$ cat src/rtl/taus_pkg.sv
// Shared definitions for the taus88 uniform source: FSM states, step constants
// and the seed fix-up helper.
package taus_pkg;

    typedef enum logic [1:0] {
        ST_WARMUP = 2'd0,
        ST_RUN    = 2'd1,
        ST_LOAD   = 2'd2
    } taus_state_e;

    localparam int unsigned S1_SHL_A = 32'd13;
    localparam int unsigned S1_SHR   = 32'd19;
    localparam int unsigned S1_SHL_B = 32'd12;
    localparam int unsigned S2_SHL_A = 32'd2;
    localparam int unsigned S2_SHR   = 32'd25;
    localparam int unsigned S2_SHL_B = 32'd4;
    localparam int unsigned S3_SHL_A = 32'd3;
    localparam int unsigned S3_SHR   = 32'd11;
    localparam int unsigned S3_SHL_B = 32'd17;

    localparam logic [31:0] S1_MASK = 32'hFFFF_FFFE;
    localparam logic [31:0] S2_MASK = 32'hFFFF_FFF8;
    localparam logic [31:0] S3_MASK = 32'hFFFF_FFF0;

    localparam logic [31:0] S1_MIN = 32'd2;
    localparam logic [31:0] S2_MIN = 32'd8;
    localparam logic [31:0] S3_MIN = 32'd16;

    localparam logic [2:0] LOAD_LAST = 3'd5;

    // Seeds below the minimum collapse the component to a degenerate cycle.
    function automatic logic [31:0] seed_fix(input logic [31:0] word, input logic [31:0] min_val);
        logic [31:0] res;
        if (word < min_val) begin
            res = min_val;
        end else begin
            res = word;
        end
        return res;
    endfunction

endpackage

$ cat src/rtl/taus88_step.sv
// One combinational step of a taus88 combined Tausworthe generator.
module taus88_step
    import taus_pkg::*;
(
    input  logic [31:0] s1,
    input  logic [31:0] s2,
    input  logic [31:0] s3,
    output logic [31:0] s1_next,
    output logic [31:0] s2_next,
    output logic [31:0] s3_next,
    output logic [31:0] rnd
);

    logic [31:0] t1_s;
    logic [31:0] t2_s;
    logic [31:0] t3_s;

    assign t1_s = ((s1 << S1_SHL_A) ^ s1) >> S1_SHR;
    assign t2_s = ((s2 << S2_SHL_A) ^ s2) >> S2_SHR;
    assign t3_s = ((s3 << S3_SHL_A) ^ s3) >> S3_SHR;

    assign s1_next = ((s1 & S1_MASK) << S1_SHL_B) ^ t1_s;
    assign s2_next = ((s2 & S2_MASK) << S2_SHL_B) ^ t2_s;
    assign s3_next = ((s3 & S3_MASK) << S3_SHL_B) ^ t3_s;

    assign rnd = s1_next ^ s2_next ^ s3_next;

endmodule

$ cat src/rtl/taus_urng.sv
// Dual taus88 uniform source with seed loading, warm-up discard and
// enable-driven streaming of the a/b word pair.
module taus_urng
    import taus_pkg::*;
#(
    parameter int unsigned WARMUP_CYCLES = 32'd16,
    parameter logic [31:0] DEF_SEED_A1   = 32'h1234_5678,
    parameter logic [31:0] DEF_SEED_A2   = 32'h9ABC_DEF0,
    parameter logic [31:0] DEF_SEED_A3   = 32'h0F1E_2D3C,
    parameter logic [31:0] DEF_SEED_B1   = 32'hCAFE_F00D,
    parameter logic [31:0] DEF_SEED_B2   = 32'hDEAD_BEEF,
    parameter logic [31:0] DEF_SEED_B3   = 32'h7654_3210
) (
    input  logic        clk,
    input  logic        resetn,
    input  logic        seed_valid,
    input  logic [31:0] seed_data,
    output logic        seed_ready,
    input  logic        en,
    output logic [31:0] a,
    output logic [31:0] b,
    output logic        ovalid
);

    localparam logic [31:0] WARM_LAST = WARMUP_CYCLES - 32'd1;
    localparam taus_state_e POST_LOAD = (WARMUP_CYCLES == 32'd0) ? ST_RUN : ST_WARMUP;

    taus_state_e state_r;
    taus_state_e state_s;
    logic [31:0] warm_cnt_r;
    logic [2:0]  load_cnt_r;
    logic        step_s;
    logic        run_step_s;
    logic        load_we_s;

    logic [31:0] a_s1_r, a_s2_r, a_s3_r;
    logic [31:0] b_s1_r, b_s2_r, b_s3_r;
    logic [31:0] a_s1_nx_s, a_s2_nx_s, a_s3_nx_s;
    logic [31:0] b_s1_nx_s, b_s2_nx_s, b_s3_nx_s;
    logic [31:0] rnd_a_s, rnd_b_s;

    logic [31:0] a_r, b_r;
    logic        ovalid_r;
    logic        seed_ready_r;

    taus88_step u_step_a (
        .s1      (a_s1_r),
        .s2      (a_s2_r),
        .s3      (a_s3_r),
        .s1_next (a_s1_nx_s),
        .s2_next (a_s2_nx_s),
        .s3_next (a_s3_nx_s),
        .rnd     (rnd_a_s)
    );

    taus88_step u_step_b (
        .s1      (b_s1_r),
        .s2      (b_s2_r),
        .s3      (b_s3_r),
        .s1_next (b_s1_nx_s),
        .s2_next (b_s2_nx_s),
        .s3_next (b_s3_nx_s),
        .rnd     (rnd_b_s)
    );

    // Next-state decode; a seed handshake in RUN takes priority over en.
    always_comb begin
        state_s    = state_r;
        step_s     = 1'b0;
        run_step_s = 1'b0;
        load_we_s  = 1'b0;
        case (state_r)
            ST_WARMUP: begin
                if (WARMUP_CYCLES == 32'd0) begin
                    state_s = ST_RUN;
                end else begin
                    step_s = 1'b1;
                    if (warm_cnt_r == WARM_LAST) begin
                        state_s = ST_RUN;
                    end else begin
                        state_s = ST_WARMUP;
                    end
                end
            end
            ST_RUN: begin
                if (seed_valid) begin
                    load_we_s = 1'b1;
                    state_s   = ST_LOAD;
                end else if (en) begin
                    step_s     = 1'b1;
                    run_step_s = 1'b1;
                end else begin
                    state_s = ST_RUN;
                end
            end
            ST_LOAD: begin
                if (seed_valid) begin
                    load_we_s = 1'b1;
                    if (load_cnt_r == LOAD_LAST) begin
                        state_s = POST_LOAD;
                    end else begin
                        state_s = ST_LOAD;
                    end
                end else begin
                    state_s = ST_LOAD;
                end
            end
            default: begin
                state_s = ST_WARMUP;
            end
        endcase
    end

    // State register; seed_ready is registered from the next state.
    always_ff @(posedge clk or negedge resetn) begin
        if (!resetn) begin
            state_r      <= ST_WARMUP;
            seed_ready_r <= 1'b0;
        end else begin
            state_r      <= state_s;
            seed_ready_r <= (state_s != ST_WARMUP);
        end
    end

    // Warm-up step counter, cleared whenever WARMUP is not active.
    always_ff @(posedge clk or negedge resetn) begin
        if (!resetn) begin
            warm_cnt_r <= 32'd0;
        end else if (state_r == ST_WARMUP && state_s == ST_WARMUP) begin
            warm_cnt_r <= warm_cnt_r + 32'd1;
        end else begin
            warm_cnt_r <= 32'd0;
        end
    end

    // Seed word index; the RUN handshake always lands on index 0.
    always_ff @(posedge clk or negedge resetn) begin
        if (!resetn) begin
            load_cnt_r <= 3'd0;
        end else if (load_we_s) begin
            load_cnt_r <= (load_cnt_r == LOAD_LAST) ? 3'd0 : load_cnt_r + 3'd1;
        end else begin
            load_cnt_r <= load_cnt_r;
        end
    end

    // Generator state: defaults on reset, seed writes, or one step.
    always_ff @(posedge clk or negedge resetn) begin
        if (!resetn) begin
            a_s1_r <= seed_fix(DEF_SEED_A1, S1_MIN);
            a_s2_r <= seed_fix(DEF_SEED_A2, S2_MIN);
            a_s3_r <= seed_fix(DEF_SEED_A3, S3_MIN);
            b_s1_r <= seed_fix(DEF_SEED_B1, S1_MIN);
            b_s2_r <= seed_fix(DEF_SEED_B2, S2_MIN);
            b_s3_r <= seed_fix(DEF_SEED_B3, S3_MIN);
        end else if (load_we_s) begin
            case (load_cnt_r)
                3'd0:    a_s1_r <= seed_fix(seed_data, S1_MIN);
                3'd1:    a_s2_r <= seed_fix(seed_data, S2_MIN);
                3'd2:    a_s3_r <= seed_fix(seed_data, S3_MIN);
                3'd3:    b_s1_r <= seed_fix(seed_data, S1_MIN);
                3'd4:    b_s2_r <= seed_fix(seed_data, S2_MIN);
                3'd5:    b_s3_r <= seed_fix(seed_data, S3_MIN);
                default: a_s1_r <= a_s1_r;
            endcase
        end else if (step_s) begin
            a_s1_r <= a_s1_nx_s;
            a_s2_r <= a_s2_nx_s;
            a_s3_r <= a_s3_nx_s;
            b_s1_r <= b_s1_nx_s;
            b_s2_r <= b_s2_nx_s;
            b_s3_r <= b_s3_nx_s;
        end else begin
            a_s1_r <= a_s1_r;
            a_s2_r <= a_s2_r;
            a_s3_r <= a_s3_r;
            b_s1_r <= b_s1_r;
            b_s2_r <= b_s2_r;
            b_s3_r <= b_s3_r;
        end
    end

    // Output words change only on RUN steps; ovalid pulses with them.
    always_ff @(posedge clk or negedge resetn) begin
        if (!resetn) begin
            a_r      <= 32'd0;
            b_r      <= 32'd0;
            ovalid_r <= 1'b0;
        end else if (run_step_s) begin
            a_r      <= rnd_a_s;
            b_r      <= rnd_b_s;
            ovalid_r <= 1'b1;
        end else begin
            a_r      <= a_r;
            b_r      <= b_r;
            ovalid_r <= 1'b0;
        end
    end

    assign a          = a_r;
    assign b          = b_r;
    assign ovalid     = ovalid_r;
    assign seed_ready = seed_ready_r;

endmodule

$ cat config.mk
export PLATFORM = sky130hd
export DESIGN_NAME = taus_urng
export DESIGN_NICKNAME = d
export VERILOG_FILES = /design/src/rtl/taus_pkg.sv /design/src/rtl/taus88_step.sv /design/src/rtl/taus_urng.sv
export SDC_FILE = /design/constraint.sdc
export NUM_CORES = 1
export LEC_CHECK = 0
export ABC_AREA = 0
export CELL_PAD_IN_SITES_DETAIL_PLACEMENT = 1
export CELL_PAD_IN_SITES_GLOBAL_PLACEMENT = 1
export CORE_ASPECT_RATIO = 1.1
export CORE_MARGIN = 4
export CORE_UTILIZATION = 47
export CTS_CLUSTER_DIAMETER = 80
export DETAILED_ROUTE_END_ITERATION = 16
export PLACE_DENSITY_LB_ADDON = 0.1
export SKIP_LAST_GASP = 1
export SYNTH_ARGS = -nofsm -noshare
export SYNTH_HDL_FRONTEND = slang
export SYNTH_SLANG_ARGS = --single-unit
$ cat constraint.sdc
create_clock -name clk -period 3.2 [get_ports clk]
set_input_delay 0.8 -clock clk [delete_from_list [all_inputs] [get_ports clk]]
set_output_delay 0.8 -clock clk [all_outputs]
set_load 0.005 [all_outputs]
==> flow_summary.toml, run 1 <==
[sta]
finalCriticalPeriod_ns = 2.54
setup_viol = 0
hold_viol = 0
finalCritPeriodShare = 0.795
slew_headroom = 0.475
setup_ws_ns = 0.656
rsz0062_at_grt = "no"
fin_setup_tns_ns = 0
finClkSkew_ns = 0.0186
max_freq_mhz = 393
slew_viol_final = 0
tightest_slew_ns = 0.787

[drt]
viasPerCell = 5.82
post-route-drc-count = 0
first_pass_iters = 5
wire_per_inst_um = 24.9
drt_iter0_markers = 811
drt.antenna.violating_nets = 0
routed_wl_um = 48100
via_count = 11200

[pwr]
power_density_nw_per_um2 = 1300
leakage_nw = 7.09
power_mw = 22.2
ir_worst_vdd_mv = 0.487

[layout]
drive_above_1_share = 0.198
layout_common_cells = "nand2_1 (193), dfrtp_1 (183), xnor2_1 (176)"
fillers = 3275
nets = 1541
finalInstanceArea_um2 = 17100
areaGrowthSynthToFinish_pct = 18.9
final_util = 0.572
layout.cells.most_common = "nand2_1"

[yosys]
async_reset_ff_frac = 1.00
syn_nets = 1442
syn_inst = 1400
synth_cell_types = 57
ys_ff_latch = 279
seq_area_frac_synth = 0.494
synth_edf_count = 0
synth_area_um2 = 14400
yosys_warnings = 0
postSynthAreaPerCell_um2 = 10.3
synthFlopType = "dfrtp_1"

[critical_path]
cpPeakStageDelay_ns = 0.66
cp_max_fo = 31
cp_num_buf_inv = 1
critical-path-top-delay-family = "simple AND/OR/NAND/NOR gates"
worst_ep_arrival_time_ns = 2.98
crit_cells = 6
required_ns = 3.64
end_kind = "flip-flop"
crit_chain = "inv_1, ha_1, and2_2, a21oi_2, or2_2, mux2_2"
reg2regPathDepth = 6
slowest_stage = "or2_2"
worstSetupPathType = "reg2reg"
worstSetupStartpointType = "flip-flop"

[clocking]
cts_root_buf = "clkbuf_16"
clk_pin_slew_ns = 0.07
cts_resized = 0
h-tree-depth = 1
insertion_delay_ns = 0.57
cts_buffers = 31
cts_setup_buffers = 0
numClockSinks = 279
cts_buffer_depth = 3
postCtsHoldBufs = 0
tritoncts = "built"

[status]
status = "complete, no violations"

[placement]
place.gp.congestion = 0.930
dp_hpwl_um = 34700
dpl_worst_slack_ns = 0.105
numPortBuffers = 100
place_area_um2 = 16100

[floorplanning]
rows = 66
die_h_um = 191
core_area_um2 = 29900
die_w_um = 175
dieArea_um2 = 33400
initial_core_util = 0.481
io_pins = 102

[global_routing]
grt_pass1_vias = 11900
antenna_found_initial = 1
overflow = 0
grt_max_degree = 127
grt_usage = 0.289
grt_pass1_wl_um = 74300

[run]
cap_violations = 0

[hold_path]
hp-class = "in2async"
==> cells by family after synthesis <==
logic type / count (synthesis) / synth area share
adders and majority gates: 6 / 0.00522
buffers and inverters: 125 / 0.0346
muxes: 125 / 0.0955
AOI/OAI and AO/OA: 283 / 0.118
and+or+nand+nor: 360 / 0.116
DFF: 279 / 0.494
xor gates and xnor gates: 222 / 0.137
==> final timing paths <==
path | slack, ns | start | endpoint
hold / removal | 0.19 | resetn | b_s2_r[22]
min in group clk | 0.47 | a[4] | a[4]
hold reg to reg | 0.47 | a[4] | a[4]
setup / recovery | 0.66 | state_r[0] | a_s1_r[2]
setup reg to reg | 0.66 | state_r[0] | a_s1_r[2]
max in group asynchronous | 2.10 | resetn | a_s1_r[10]
==> cells in the mapped netlist (all sizes together) (2+ instances only) <==
library cell | number | area share
nor2 | 34 | 0.0089
o211ai | 2 | 0.0010
a211oi | 17 | 0.0092
inv | 41 | 0.011
clkbuf | 51 | 0.013
a21boi | 5 | 0.0026
nand3 | 25 | 0.0087
or3 | 6 | 0.0026
mux2 | 97 | 0.076
dfrtp | 183 | 0.32
nand4 | 7 | 0.0035
buf | 33 | 0.011
a2bb2oi | 18 | 0.011
and4 | 4 | 0.0025
nor3 | 34 | 0.012
a22oi | 2 | 0.0010
a31oi | 18 | 0.0083
and2 | 5 | 0.0022
mux2i | 28 | 0.020
nor4 | 16 | 0.0070
o31ai | 23 | 0.012
xor2 | 44 | 0.027
ha | 6 | 0.0052
nand2 | 194 | 0.051
or4 | 16 | 0.0086
a21oi | 87 | 0.031
o21ai | 100 | 0.035
xnor2 | 176 | 0.11
and3 | 11 | 0.0048
dfstp | 96 | 0.18
a22o | 4 | 0.0024
nand3b | 2 | 0.0010
==> flip-flops by register name, summed over array words and instances (netlist names), 29 cells and up <==
register and count:
a_s1_r 31, b_s2_r 29, a 32, b 32, b_s1_r 31, warm_cnt_r 32, a_s2_r 29
==> routing by layer <==
metal	up-vias	wire length (um)	share of wire	track usage
li1	5034	-	-	-
met1	5768	20800	0.43	0.401
met2	360	22700	0.47	0.480
met3	80	3150	0.066	0.0435
met4	2	1410	0.029	0.0759
met5	-	19	0.00040	0
==> cell type report <==
cell class | instances | area [um2] | area share
flip-flops and latches | 279 | 7100 | 0.416
multi-input cells | 996 | 6820 | 0.399
repair buffers | 150 | 1520 | 0.0889
clock buffers | 50 | 897 | 0.0525
well taps | 408 | 510 | 0.0299
inverters | 41 | 154 | 0.00901
clock inverters | 7 | 85.1 | 0.00498
diodes | 1 | 2.50 | 0.000146
==> per-stage QoR <==
step | cells | hold slack, ns
2_1_floorplan | 1400 | 0.451
3_3_place_gp | 1874 | 0.460
3_5_place_dp | 1874 | 0.463
4_1_cts | 1931 | 0.235
5_1_grt | 1931 | 0.240
6_report | 1932 | 0.191
==> power by group <==
group	total, mW	switching [mW]	internal [mW]
sequential	7.33	1.76	5.57
combinational	11.4	5.83	5.53
clock	3.52	1.46	2.06
total	22.2	9.05	13.2
No activity file was read; power rests on OpenSTA's default activity.
==> run 2: changes to the inputs <==
==> constraint.sdc (replaced) <==
create_clock -name clk -period 2.7 [get_ports clk]
set_input_delay 0.675 -clock clk [delete_from_list [all_inputs] [get_ports clk]]
set_output_delay 0.675 -clock clk [all_outputs]
set_load 0.005 [all_outputs]
==> run 2 against run 1 <==
Against the previous run: critical path depth decreased by 1; sequential cell count unchanged; worst hold slack got worse by 0.10 ns; clock skew increased by 0.0022 ns; clock power increased by 19%; die area unchanged; critical endpoint is now warm_cnt_r[22].
==> flow_summary.toml, run 2 (synthesis results as in run 1) <==
[status]
status = "complete, no violations"

[sta]
finalCritPeriodShare = 0.902
tightest_slew_ns = 0.624
max_freq_mhz = 411
setup_viol = 0
slew_viol_final = 0
holdWs_ns = 0.0894
slew_headroom = 0.580
fin_setup_tns_ns = 0
rsz0062_at_grt = "no"
finClkSkew_ns = 0.0208
finalCriticalPeriod_ns = 2.44
hold_viol = 0

[floorplanning]
dieArea_um2 = 33400
core_area_um2 = 29900
rows = 66
initial_core_util = 0.481
die_h_um = 191
io_pins = 102
die_w_um = 175

[drt]
wire_per_inst_um = 24.8
post-route-drc-count = 0
routed_wl_um = 48700
first_pass_iters = 5
via_count = 11400
viasPerCell = 5.83
drt.antenna.violating_nets = 0
drt_iter0_markers = 887

[layout]
areaGrowthSynthToFinish_pct = 21.2
finalInstanceArea_um2 = 17400
fillers = 3264
n_antenna_cell = 0
layout_common_cells = "nand2_1 (193), dfrtp_1 (183), xnor2_1 (176)"
drive_above_1_share = 0.215
final_cells = 1962
layout.cells.most_common = "nand2_1"
nets = 1571

[global_routing]
grt_pass1_vias = 12200
grt_pass1_wl_um = 75200
grt_usage = 0.293
antenna_found_initial = 2
overflow = 0
grt_max_degree = 68

[placement]
place_area_um2 = 16400
dp_hpwl_um = 35500
place.gp.congestion = 0.946
place_inst = 1904
numPortBuffers = 100

[critical_path]
end_kind = "flip-flop"
cp_max_fo = 18
required_ns = 3.16
reg2regPathDepth = 5
reg2reg_from = "warm_cnt_r[0]"
timing.rr.end = "warm_cnt_r[22]"
worstSetupStartpointType = "flip-flop"
worst_ep_arrival_time_ns = 2.90
worstSetupPathType = "reg2reg"
r2r_slack_ns = 0.26

[clocking]
clk_pin_slew_ns = 0.06
insertion_delay_ns = 0.57
cts_buffer_depth = 3
cts_root_buf = "clkbuf_16"
cts_resized = 0
postCtsHoldBufs = 0
cts_setup_buffers = 0
tritoncts = "built"
h-tree-depth = 1
numClockSinks = 279
cts_buffers = 31

[pwr]
ir_worst_vdd_mv = 0.624
power_density_nw_per_um2 = 1520
leakage_nw = 7.30

[hold_path]
hp-class = "in2async"

[run]
cap_violations = 0
==> run 2: worst max-delay path by stage <==
| stage | to | slack [ns] | startpoint | cells after the start |
|---|---|---|---|---|
| 3_5_place_dp | a_s2_r[24] | -0.15 | en | 8 |
| 5_1_grt | warm_cnt_r[22] | 0.11 | warm_cnt_r[0] | 5 |
| 3_3_place_gp | a_s2_r[30] | -0.05 | seed_valid | 7 |
| 2_1_floorplan | a_s1_r[11] | 0.33 | state_r[0] | 10 |
| 6_report | warm_cnt_r[22] | 0.26 | warm_cnt_r[0] | 5 |
| 4_1_cts | warm_cnt_r[22] | 0.26 | warm_cnt_r[0] | 5 |
==> run 2: worst max-delay path, cell delays in order, from the launching register on <==
cell and delay (ns):
dfrtp_1 0.40, ha_1 0.22, nand3_1 0.20, or3_1 0.69, or4_1 0.58, a211oi_1 0.25
==> run 2: power by group <==
part           leakage (nW)  total, mW  switching [mW]  internal [mW]
Combinational          3.49       13.7            6.94           6.75
Clock                 0.492       4.18            1.75           2.43
Sequential             3.32       8.67            2.07           6.60
Total                  7.30       26.5            10.8           15.8
==> run 2: layer usage <==
layer,routed length (um),share of wire,vias to the layer above,GRT usage
met5,23,0.00047,-,0
met4,1650,0.034,4,0.0885
met3,3320,0.068,90,0.0518
met2,23300,0.48,397,0.486
met1,20400,0.42,5858,0.396
li1,-,-,5084,-
==> run 2: final cells by class <==
cell class                 count  area (um2)  share of cell area
clock buffer                  51         931              0.0534
multi-input combinational    996        6820               0.391
tap                          408         510              0.0293
sequential                   279        7100               0.408
inverter                      41         154             0.00883
timing repair buffer         180        1840               0.106
clock inverter                 7        63.8             0.00366
==> run 2: metrics by stage <==
step | total power [mW] | util | setup WS [ns]
2_1_floorplan | 17.2 | - | 0.334
3_3_place_gp | 21.7 | 0.550 | -0.0523
3_5_place_dp | 22.2 | 0.550 | -0.153
4_1_cts | 26.6 | 0.583 | 0.263
5_1_grt | 28.1 | 0.583 | 0.106
6_report | 26.5 | 0.583 | 0.264
==> run 3: changes to the inputs <==
--- a/config.mk
+++ b/config.mk
@@ -5,7 +5,7 @@
 export SDC_FILE = /design/constraint.sdc
 export NUM_CORES = 1
 export LEC_CHECK = 0
-export ABC_AREA = 0
+export CAP_MARGIN = 15
 export CELL_PAD_IN_SITES_DETAIL_PLACEMENT = 1
 export CELL_PAD_IN_SITES_GLOBAL_PLACEMENT = 1
 export CORE_ASPECT_RATIO = 1.1
==> results of run 3 <==
The final DEF is identical to that of run 2; final timing and power are the same.
